[src/rtl/i2c_arb_pkg.sv]
// i2c_arb_pkg
//   Shared definitions for the two-requester I2C master arbiter:
//   - arb_state_t            : arbiter FSM encoding (IDLE, LAUNCH, XFER, CLOSE)
//   - TIMEOUT_CYCLES_DEFAULT : default watchdog budget in clocks
//   - eff_len()              : byte count with 0 mapped to 1
package i2c_arb_pkg;

   typedef enum logic [1:0] {
      ST_IDLE   = 2'd0,
      ST_LAUNCH = 2'd1,
      ST_XFER   = 2'd2,
      ST_CLOSE  = 2'd3
   } arb_state_t;

   localparam int TIMEOUT_CYCLES_DEFAULT = 200;

   // A requested length of zero still moves one byte.
   function automatic logic [3:0] eff_len(input logic [3:0] len);
      return (len == 4'd0) ? 4'd1 : len;
   endfunction

endpackage

[src/rtl/i2c_rr_arbiter.sv]
// i2c_rr_arbiter
//   Two-way round-robin pick with a one-bit priority pointer.
//   Ports:
//     clock, reset_n : system clock, asynchronous active-low reset
//     i_req[1:0]     : request vector
//     i_take         : the pick is being accepted this clock
//     o_pick         : index of the chosen requester (valid when i_req != 0)
//   The pointer names the requester that wins a tie. After reset it is 0;
//   after each accepted pick it moves to the requester not just granted.
module i2c_rr_arbiter (
   input  logic       clock,
   input  logic       reset_n,
   input  logic [1:0] i_req,
   input  logic       i_take,
   output logic       o_pick
);

   logic r_prio;

   always_comb begin
      o_pick = r_prio;
      if (i_req == 2'b01) begin
         o_pick = 1'b0;
      end else if (i_req == 2'b10) begin
         o_pick = 1'b1;
      end
   end

   always_ff @(posedge clock or negedge reset_n) begin
      if (!reset_n) begin
         r_prio <= 1'b0;
      end else if (i_take) begin
         r_prio <= ~o_pick;
      end
   end

endmodule

[src/rtl/i2c_master_arbiter.sv]
// i2c_master_arbiter
//   Shares one I2C master controller between two requesters.
//   Optional watchdog: define I2C_ARB_TIMEOUT_EN to abort a transaction when
//   the master makes no progress for TIMEOUT_CYCLES clocks. Without the macro
//   the arbiter waits indefinitely and no counter exists.
//   Ports:
//     clock, reset_n              : system clock, asynchronous active-low reset
//     req[1:0]                    : level request per requester
//     reqN_addr/mode/len/wdata    : per-requester transaction description
//     gnt[1:0]                    : one-hot grant, held for the transaction
//     nxt/rvld/done/err[1:0]      : one-clock pulses to the granted requester
//     rdata[7:0]                  : read byte, qualified by rvld
//     m_en/m_start/m_stop/m_mode  : master controls
//     m_address/m_registor        : master address and write byte
//     m_data_out/m_idle/m_byte_done/m_nack : master status
//     o_dbg_state[1:0]            : current FSM state
//   Handshake: nxt, rvld, done and err are single-clock strobes with no
//   back-pressure; a requester must present its next write byte on reqN_wdata
//   before the following m_byte_done and must accept rdata in the rvld clock.
module i2c_master_arbiter
   import i2c_arb_pkg::*;
#(
   parameter int TIMEOUT_CYCLES = TIMEOUT_CYCLES_DEFAULT
) (
   input  logic       clock,
   input  logic       reset_n,
   input  logic [1:0] req,
   input  logic [6:0] req0_addr,
   input  logic       req0_mode,
   input  logic [3:0] req0_len,
   input  logic [7:0] req0_wdata,
   input  logic [6:0] req1_addr,
   input  logic       req1_mode,
   input  logic [3:0] req1_len,
   input  logic [7:0] req1_wdata,
   output logic [1:0] gnt,
   output logic [1:0] nxt,
   output logic [1:0] rvld,
   output logic [1:0] done,
   output logic [1:0] err,
   output logic [7:0] rdata,
   output logic       m_en,
   output logic       m_start,
   output logic       m_stop,
   output logic       m_mode,
   output logic [6:0] m_address,
   output logic [7:0] m_registor,
   input  logic [7:0] m_data_out,
   input  logic       m_idle,
   input  logic       m_byte_done,
   input  logic       m_nack,
   output logic [1:0] o_dbg_state
);

   arb_state_t r_state, w_next;
   logic       r_g;          // index of the granted requester
   logic [1:0] r_gnt;
   logic [6:0] r_addr;
   logic       r_mode;
   logic [3:0] r_cnt;        // bytes still to move
   logic       r_err_seen;   // suppresses done after an error
   logic       w_pick;
   logic       w_take;
   logic       w_dec;
   logic       w_abort;

   i2c_rr_arbiter u_rr (
      .clock   (clock),
      .reset_n (reset_n),
      .i_req   (req),
      .i_take  (w_take),
      .o_pick  (w_pick)
   );

`ifdef I2C_ARB_TIMEOUT_EN
   localparam int WDOG_W = (TIMEOUT_CYCLES > 255) ? $clog2(TIMEOUT_CYCLES + 1) : 8;
   logic [WDOG_W-1:0] r_wdog;

   // Any state change or byte completion counts as progress.
   always_ff @(posedge clock or negedge reset_n) begin
      if (!reset_n) begin
         r_wdog <= '0;
      end else if (r_state == ST_IDLE || w_next != r_state || m_byte_done) begin
         r_wdog <= '0;
      end else begin
         r_wdog <= r_wdog + 1'b1;
      end
   end

   assign w_abort = (r_state != ST_IDLE) && (r_wdog == WDOG_W'(TIMEOUT_CYCLES));
`else
   logic w_unused_cfg;
   assign w_unused_cfg = (TIMEOUT_CYCLES == 0);
   assign w_abort      = 1'b0;
`endif

   always_comb begin
      w_next  = r_state;
      w_take  = 1'b0;
      w_dec   = 1'b0;
      nxt     = 2'b00;
      rvld    = 2'b00;
      done    = 2'b00;
      err     = 2'b00;
      rdata   = 8'h00;
      m_start = 1'b0;
      m_stop  = 1'b0;
      m_en    = 1'b1;
      case (r_state)
         ST_IDLE: begin
            if (req != 2'b00 && m_idle) begin
               w_take = 1'b1;
               w_next = ST_LAUNCH;
            end
         end
         ST_LAUNCH: begin
            m_start = 1'b1;
            m_stop  = (r_cnt == 4'd1);
            if (!m_idle) begin
               w_next = ST_XFER;
            end
         end
         ST_XFER: begin
            m_start = 1'b1;
            m_stop  = (r_cnt == 4'd1);
            if (m_nack) begin
               err[r_g] = 1'b1;
               w_next   = ST_CLOSE;
            end else if (m_byte_done) begin
               w_dec = 1'b1;
               if (r_mode) begin
                  rvld[r_g] = 1'b1;
                  rdata     = m_data_out;
               end else begin
                  nxt[r_g] = 1'b1;
               end
               if (r_cnt == 4'd1) begin
                  w_next = ST_CLOSE;
               end
            end
         end
         ST_CLOSE: begin
            m_stop = 1'b1;
            if (m_idle) begin
               if (!r_err_seen) begin
                  done[r_g] = 1'b1;
               end
               w_next = ST_IDLE;
            end
         end
         default: w_next = ST_IDLE;
      endcase
      // Watchdog abort overrides whatever the state would otherwise do.
      if (w_abort) begin
         w_dec    = 1'b0;
         nxt      = 2'b00;
         rvld     = 2'b00;
         done     = 2'b00;
         rdata    = 8'h00;
         err      = 2'b00;
         err[r_g] = 1'b1;
         m_en     = 1'b0;
         w_next   = ST_IDLE;
      end
   end

   always_ff @(posedge clock or negedge reset_n) begin
      if (!reset_n) begin
         r_state    <= ST_IDLE;
         r_g        <= 1'b0;
         r_gnt      <= 2'b00;
         r_addr     <= 7'd0;
         r_mode     <= 1'b0;
         r_cnt      <= 4'd0;
         r_err_seen <= 1'b0;
      end else begin
         r_state <= w_next;
         if (w_take) begin
            r_g        <= w_pick;
            r_gnt      <= w_pick ? 2'b10 : 2'b01;
            r_addr     <= w_pick ? req1_addr : req0_addr;
            r_mode     <= w_pick ? req1_mode : req0_mode;
            r_cnt      <= eff_len(w_pick ? req1_len : req0_len);
            r_err_seen <= 1'b0;
         end else begin
            if (w_next == ST_IDLE) begin
               r_gnt <= 2'b00;
            end
            if (w_dec) begin
               r_cnt <= r_cnt - 4'd1;
            end
            if (err != 2'b00) begin
               r_err_seen <= 1'b1;
            end
         end
      end
   end

   assign gnt         = r_gnt;
   assign m_address   = r_addr;
   assign m_mode      = r_mode;
   assign m_registor  = r_gnt[1] ? req1_wdata : (r_gnt[0] ? req0_wdata : 8'h00);
   assign o_dbg_state = r_state;

endmodule
[config.mk]
export PLATFORM = sky130hd
export DESIGN_NAME = i2c_master_arbiter
export DESIGN_NICKNAME = d
export VERILOG_FILES = /design/src/rtl/i2c_arb_pkg.sv /design/src/rtl/i2c_rr_arbiter.sv /design/src/rtl/i2c_master_arbiter.sv
export SDC_FILE = /design/constraint.sdc
export NUM_CORES = 1
export LEC_CHECK = 0
export BUFFER_PORTS_ARGS = -buffer_cell sky130_fd_sc_hd__buf_2
export CORE_ASPECT_RATIO = 1.2
export CORE_MARGIN = 2
export CORE_UTILIZATION = 37
export DETAILED_ROUTE_END_ITERATION = 8
export PLACE_DENSITY_LB_ADDON = 0.25
export SYNTH_ARGS = -nofsm -noshare
export SYNTH_HDL_FRONTEND = slang
export SYNTH_HIERARCHICAL = 1
export SYNTH_SLANG_ARGS = --single-unit
[constraint.sdc]
create_clock -name clock -period 1.7 [get_ports clock]
set_clock_uncertainty 0.05 [all_clocks]
set_input_delay 0.425 -clock clock [delete_from_list [all_inputs] [get_ports clock]]
set_output_delay 0.425 -clock clock [all_outputs]
set_load 0.05 [all_outputs]
After elaboration in Yosys (flattened, before gate mapping)
Cells that the tools add are included.
Widths: inputs -> output; s select.
{"block": "word_totals", "inputBits": 55, "register_bits": 19}
{"block": "classes", "eq_ne": 6, "reduce_logical": 11, "n_addsub": 1, "order_cmp": 2, "bitwise_logic": 1, "muxes": 48}
{"op": "$mux 8", "count": 6}
{"op": "$mux 2", "count": 22}
{"op": "$mux 4", "count": 4}
{"op": "$mux 1", "count": 12}
{"op": "$reduce_bool 2->1", "count": 5}
{"op": "$pmux 2 s4", "count": 1}
{"op": "$mux 7", "count": 1}
{"op": "$eq 2x2->1 const B", "count": 3}
{"op": "$eq 2x1->1 const B", "count": 2}
{"op": "$eq 4x1->1 const B", "count": 1}
{"op": "$logic_not 2->1", "count": 2}
{"op": "$logic_not 4->1", "count": 1}
{"op": "$sub 4x1->4 const B", "count": 1}
{"op": "$logic_and 1x1->1", "count": 2}
{"op": "$lt 1x2->1 const B", "count": 1}
{"op": "$pmux 1 s2", "count": 1}
{"op": "$reduce_or 2->1", "count": 1}
{"op": "$demux 1 s1", "count": 1}
{"op": "$ge 1x1->1 const B", "count": 1}
{"op": "$not 1->1", "count": 1}

Logic depth before layout (Yosys ltp)
Gate-level depths: netlist of run 1.
{"block": "depth", "ltp_word": 9, "ltp_mapped": 6}

By module
Netlist of run 1, hierarchy kept.
{"mod": "i2c_master_arbiter", "cells_each": 145, "area_per_inst_um2": 1283.7, "instances": 1, "seq_area_each_um2": 450.4}
{"mod": "i2c_rr_arbiter", "cells_each": 7, "area_per_inst_um2": 76.3, "instances": 1, "seq_area_each_um2": 25.0}

Worst setup path before layout of run 1
Ideal clock, no wire load.
{"block": "synth_path", "path_kind": "reg-to-output", "startpoint": "register r_state[0] (netlist: o_dbg_state[0])", "endpoint": "output port nxt[1]", "path_stages_with_launch": 5, "required_ns": 1.225, "setup_slack_ns": -1.162, "path_buffers": 0, "arrival_ns": 2.387, "path_cell_list": "dfrtp_1 inv_1 ha_1 nand3b_2 nor3b_1"}
{"block": "synth_between", "elab_chain_cells": 2}
{"element": "start: declaration", "line": "i2c_master_arbiter.sv:55", "rtl": "arb_state_t r_state, w_next;"}
{"element": "start signal: assignment", "line": "i2c_master_arbiter.sv:177", "rtl": "r_state <= w_next;"}
{"element": "$eq 2x2->1", "line": "i2c_master_arbiter.sv:109", "rtl": "case (r_state)"}
{"element": "$mux 2", "line": "i2c_master_arbiter.sv:109"}
{"element": "end: declaration", "line": "i2c_master_arbiter.sv:37", "rtl": "output logic [1:0] nxt,"}
Every way passes these cells.

Final worst setup path of run 1
{"block": "layout_path", "startpoint": "register r_state[0] (netlist: o_dbg_state[0])", "endpoint": "output port rdata[2]"}
{"block": "layout_between", "elab_chain_cells": 2}
{"element": "$eq 2x2->1", "line": "i2c_master_arbiter.sv:109"}
{"element": "$mux 8", "line": "i2c_master_arbiter.sv:109"}
{"element": "end: declaration", "line": "i2c_master_arbiter.sv:41", "rtl": "output logic [7:0] rdata,"}
Every way passes these cells.

==> flow_summary_export.csv, run 1 <==
group,metric,value,unit
status,outcome,"finished with violations",
status,violations,"setup timing",
layout,drive_above_1_share,0.652,
place,dp_hpwl,3.02,mm
synth,async_flop_share,1.00,
global_routing,grt_use_total,0.217,
worst_setup_path,crit_chain,"inv_4, ha_4, and3b_2, and3_4, buf_8",
layout,fill_cells,267,
pwr,pwr-share-seq,0.193,
synth,synth_area_leaders,"dfrtp_1 35%, mux2i_1 7.4%, ha_1 6.4%, o21ai_0 4.8%, nand2_1 4.7%",
global_routing,grt_max_degree,20,
synth,synth_commonest_cells,"19 x dfrtp_1, 17 x nand2_1, 13 x o21ai_0",
synth,netlist.area_leader.share,0.350,
synth,ys.flop_type,"dfrtp_1",
clock_tree,clk-insertion-delay-late,250,ps
global_routing,antenna_found_initial,0,
floorplan,die_w,59.3,um
clock_tree,cts_sinks,19,
worst_setup_path,worstPathArrival,1510,ps
synth,post-synth-top-count-cell,"dfrtp_1",
timing,layout_setup_ws,-281,ps
worst_setup_path,critPathMaxFanout,5,
timing,finalHoldViolCount,0,
floorplan,core,0.00357,sq mm
pwr,comb_power_share,0.745,
synth,syn-cell-area,0.00136,sq mm
global_routing,grt_pass1_wl,6.98,mm
floorplan,ios,94,
layout,multiInputGateArea,0.00107,sq mm
clock_tree,clockBufferDepth,2,
place,pre_cts_slack,-146,ps
synth,synth-seq-cells,19,
clock_tree,htreeDepth,1,
pwr,ir_drop,0.000983,V
global_routing,grt_overflow,0,
route,drt_iter0_drc,71,
route,routed_wl,4.57,mm
worst_setup_path,crit_family,"simple AND/OR/NAND/NOR gates",
synth,synth-edff-count,0,
synth,avgSynthCellArea,8.95,sq um
worst_setup_path,cp.buffers_inverters,2,
place,place.gp.congestion,0.760,
flow_run,cap_violations,0,
pwr,switching_share,0.516,
floorplan,design.die.area,0.00418,sq mm
synth,synth_nets,214,
timing,grt_setup_unrepaired,"true",
place,numPortBuffers,92,
pwr,p_sw,0.00256,W
timing,fin_crit,1980,ps
worst_setup_path,slowest_delay,420,ps
clock_tree,ctsHoldBuffers,0,
floorplan,rows,24,
synth,synthCells,152,
route,drt-vias-per-instance,5.16,
pwr,powerDensity,1920,mW/mm^2
synth,synth_area_leader_cell,"dfrtp_1",
clock_tree,cts_buffers,3,
timing,setup_tns,-4350,ps
route,dr.pass1.iters,4,
timing,slew_viol_final,0,
worst_setup_path,crit_required,1220,ps
route,antenna_left,0,
synth,synth.distinct_cells,42,
worst_setup_path,cp-end-kind,"primary output",
layout,insertedDiodeCount,0,
global_routing,grt_pass1_vias,1521,
layout,area_delta_synth_final,90.1,%
worst_setup_path,startpoint_type,"register",
route,num_vias,1562,
route,drc_errors,0,
layout,num-nets-final,327,
pwr,cellLeakagePower,1.30,nW
timing,max_freq,505,MHz
floorplan,die_y,70.4,um
worst_setup_path,critical_path_class,"register to primary output",
pwr,internal_power,0.00240,W
timing,fin_crit_sh,1.17,
clock_tree,clk_pin_slew_worst_paths,70,ps
timing,setup_viol_count_final,23,
worst_setup_path,crit_slowest_cell,"dfrtp_2",
worst_hold_path,hp-class,"input port to asynchronous set/reset pin",
layout,seq_area,482,sq um
clock_tree,cts_tree,"built",
synth,synth_seq_area_share,0.350,
route,wl_per_cell,15.1,um
clock_tree,cts-root-buf,"clkbuf_8",
floorplan,initial_core_util,0.381,
pwr,clock_power_share,0.063,
synth,yosys_warnings,6,
power groups by stage:
stage	combinational [W]	clock (W)	sequential [W]
floorplan	0.00179	0	0.00137
global placement	0.00296	0	0.000928
detailed placement	0.00298	0	0.000931
CTS	0.00345	0.000319	0.000949
global route	0.00389	0.000344	0.000998
finish	0.00369	0.000310	0.000956
state kept, by name (all words and copies together) (netlist names):
| register | count |
|---|---|
| r_g | 1 |
| m_address | 7 |
| u_rr/r_prio | 1 |
| r_cnt | 4 |
| gnt | 2 |
| r_err_seen | 1 |
| m_mode | 1 |
| o_dbg_state | 2 |
kinds of logic after synthesis:
group / synth area share
other: 0.00276
adder cells (fa/ha/maj): 0.0727
buffers and inverters: 0.0552
XOR/XNOR: 0.0193
AO/OA/AOI/OAI: 0.193
multiplexers: 0.0736
flip-flops: 0.350
AND/OR/NAND/NOR: 0.234
per-layer routing:
layer	vias up	track usage	routed length, um
li1	774	-	-
met1	724	0.282	1870
met2	54	0.365	2400
met3	10	0.0204	198
met4	0	0.0783	106
met5	-	0	0
through the flow:
stage	hold slack (ps)	instances	util	total power, W	area, sq um
finish	56.2	303	0.723	0.00495	2580
global route	87.2	303	0.723	0.00523	2580
CTS	70.7	303	0.703	0.00472	2510
detailed placement	345	293	0.607	0.00391	2170
global placement	343	293	0.607	0.00389	2170
floorplan	79.4	152	-	0.00315	1550
final cells by class:
type,instances,share of cell area
inverter,7,0.0121
clock buffer,4,0.0174
timing repair buffer,117,0.350
tap,39,0.0189
multi-input combinational,117,0.415
sequential,19,0.186
placed cells by master, fill, tap and decap left out, drive strengths merged, types with 2 or more instances in the layout:
| master | netlist | layout |
|---|---|---|
| mux2i | 10 | 10 |
| nor2b | 4 | 4 |
| xnor2 | 2 | 2 |
| clkbuf | 5 | 4 |
| inv | 7 | 7 |
| a211oi | 3 | 3 |
| a31oi | 2 | 2 |
| nor2 | 7 | 7 |
| nor3 | 5 | 5 |
| nor3b | 3 | 3 |
| and3 | 10 | 10 |
| nand2 | 18 | 18 |
| buf | 5 | 117 |
| nand3b | 2 | 2 |
| o211ai | 2 | 2 |
| o21ai | 15 | 15 |
| ha | 7 | 7 |
| a21oi | 4 | 4 |
| dfrtp | 19 | 19 |
| a22o | 7 | 7 |
| and3b | 2 | 3 |
repair_timing:
action                     4_1_cts  5_1_grt
gates cloned                     2        0
setup endpoints to repair       29       29
pin swaps                        4       12
hold endpoints to repair         0        0
resized for setup               76       18
buffers inserted                 4        1
final timing paths:
path	depth (start not counted)	slack [ps]	end	from
setup / recovery	5	-280	rdata[2]	o_dbg_state[0]
hold / removal	1	60	r_cnt[2]	reset_n
hold reg to reg	2	430	m_address[2]	m_address[2]
max in group asynchronous	1	1220	o_dbg_state[1]	reset_n
min in group clock	2	370	u_rr/r_prio	req[1]
setup reg to reg	7	-10	gnt[1]	o_dbg_state[1]
Note: power is estimated with default switching activity, not from simulation.
==> inputs of run 2 (changes only) <==
- CORE_ASPECT_RATIO: 1.2 -> default
==> run 2 against run 1 <==
Net effect: the run still ends with setup timing left; worst setup slack got worse by 46 ps; sequential power increased by 0.6%; final cell count increased by 5.9%; clock power increased by 5%; critical endpoint is now rdata[5].
==> flow_summary_export.csv, run 2 (synthesis results as in run 1) <==
group,metric,value,unit
place,pre_cts_slack,-157,ps
worst_setup_path,reg2reg_depth,8,
route,dr.pass1.iters,4,
layout,seq_area,482,sq um
clock_tree,htreeDepth,1,
global_routing,grt_pass1_wl,8.16,mm
clock_tree,clk_pin_slew_worst_paths,80,ps
global_routing,antenna_found_initial,0,
timing,fin_crit_sh,1.19,
clock_tree,clk-insertion-delay-late,260,ps
floorplan,initial_core_util,0.377,
pwr,cellLeakagePower,1.37,nW
timing,fin_crit,2030,ps
global_routing,grt_max_degree,20,
route,wl_per_cell,17.0,um
layout,area_delta_synth_final,100,%
clock_tree,cts_sinks,19,
layout,largest_reg_flops,7,
worst_hold_path,hp-class,"input port to asynchronous set/reset pin",
layout,fill_cells,266,
worst_setup_path,startpoint_type,"register",
status,outcome,"finished with violations",
timing,slew_viol_final,0,
worst_setup_path,worstPathArrival,1550,ps
worst_setup_path,r2r_end,"o_dbg_state[0]",
route,drt_iter0_drc,50,
layout,final_common_cell,"buf_2",
route,antenna_left,0,
clock_tree,clockBufferDepth,2,
place,numPortBuffers,92,
layout,drive_above_1_share,0.692,
status,violations,"setup timing",
floorplan,die_w,64.6,um
layout,num-nets-final,336,
timing,max_freq,493,MHz
floorplan,design.die.area,0.00418,sq mm
clock_tree,cts_buffers,3,
place,dp_hpwl,3.11,mm
worst_setup_path,crit_chain,"inv_4, ha_4, and3b_2, and3_4, buf_8",
timing,layout_setup_ws,-327,ps
floorplan,die_y,64.6,um
timing,setup_viol_count_final,29,
pwr,powerDensity,1950,mW/mm^2
floorplan,rows,22,
global_routing,grt_use_total,0.250,
pwr,ir_drop,0.00110,V
worst_setup_path,crit_required,1220,ps
timing,finalHoldViolCount,0,
floorplan,ios,94,
route,drt-vias-per-instance,5.14,
global_routing,grt_pass1_vias,1676,
timing,setup_tns,-5280,ps
route,routed_wl,5.45,mm
worst_setup_path,rrSetupSlack,-50,ps
worst_setup_path,reg2reg_from,"o_dbg_state[1]",
worst_setup_path,critPathMaxFanout,5,
worst_setup_path,critical_path_class,"register to primary output",
route,drc_errors,0,
clock_tree,cts_tree,"built",
global_routing,grt_overflow,0,
floorplan,core,0.00361,sq mm
worst_setup_path,cp-end-kind,"primary output",
layout,multiInputGateArea,0.00111,sq mm
layout,insertedDiodeCount,0,
layout,most-common-layout-cells,"66 x buf_2, 25 x buf_4, 17 x buf_6, 17 x buf_8",
clock_tree,cts-root-buf,"clkbuf_8",
worst_setup_path,crit_slowest_cell,"dfrtp_2",
route,num_vias,1649,
flow_run,cap_violations,0,
worst_setup_path,slowest_delay,430,ps
timing,grt_setup_unrepaired,"true",
place,place.gp.congestion,0.808,
-- run 2: worst max-delay path: cells and delay by family (launching register included) --
family / cells / cell delay (ps)
and+or+nand+nor: 2 / 480
DFF: 1 / 430
buffers and inverters: 2 / 220
adders and majority gates: 1 / 150
-- run 2: final cells by class --
cell class                      count  share of cell area
Multi-Input combinational cell    117               0.409
Clock inverter                      1             0.00184
Inverter                            7              0.0133
Tap cell                           48              0.0221
Clock buffer                        3              0.0152
Sequential cell                    19               0.177
Timing Repair Buffer              126               0.362
-- run 2: where the power goes --
group          internal (W)  switching [W]
sequential         0.000684       0.000278
combinational       0.00170        0.00233
clock              0.000163       0.000164
total               0.00254        0.00277
-- run 2: through the flow --
step / instances / hold slack [ps] / power [W] / util / cell area [sq um]
after global routing: 321 / 81.4 / 0.00555 / 0.755 / 2720
after global placement: 306 / 347 / 0.00391 / 0.610 / 2200
final: 321 / 53.7 / 0.00531 / 0.755 / 2720
after floorplan: 152 / 79.4 / 0.00315 / - / 1550
after CTS: 320 / 69.9 / 0.00500 / 0.733 / 2640
after detailed placement: 306 / 348 / 0.00395 / 0.610 / 2200
-- run 2: what timing repair did --
| item | CTS | global route |
|---|---|---|
| setup buffers | 8 | 2 |
| hold buffers | 0 | 0 |
| gates resized for setup | 91 | 17 |
| pin swaps | 9 | 8 |
| gates cloned | 2 | 0 |
| setup endpoints to repair | 29 | 30 |
-- run 2: how the worst max path moves through the flow --
stage	start	to	slack, ps	cells after the start
after floorplan	o_dbg_state[0]	nxt[1]	-250	4
after global placement	o_dbg_state[0]	rdata[1]	-120	5
after detailed placement	o_dbg_state[0]	rdata[1]	-160	5
after CTS	o_dbg_state[0]	rdata[1]	-280	5
after global routing	o_dbg_state[0]	rdata[5]	-370	5
final	o_dbg_state[0]	rdata[5]	-330	5
-- run 2: metal layers --
metal,share of wire,global-route usage,wire [um]
met1,0.40,0.319,2170
met2,0.53,0.456,2870
met3,0.046,0.0278,248
met4,0.028,0.0479,154
met5,0,0,0
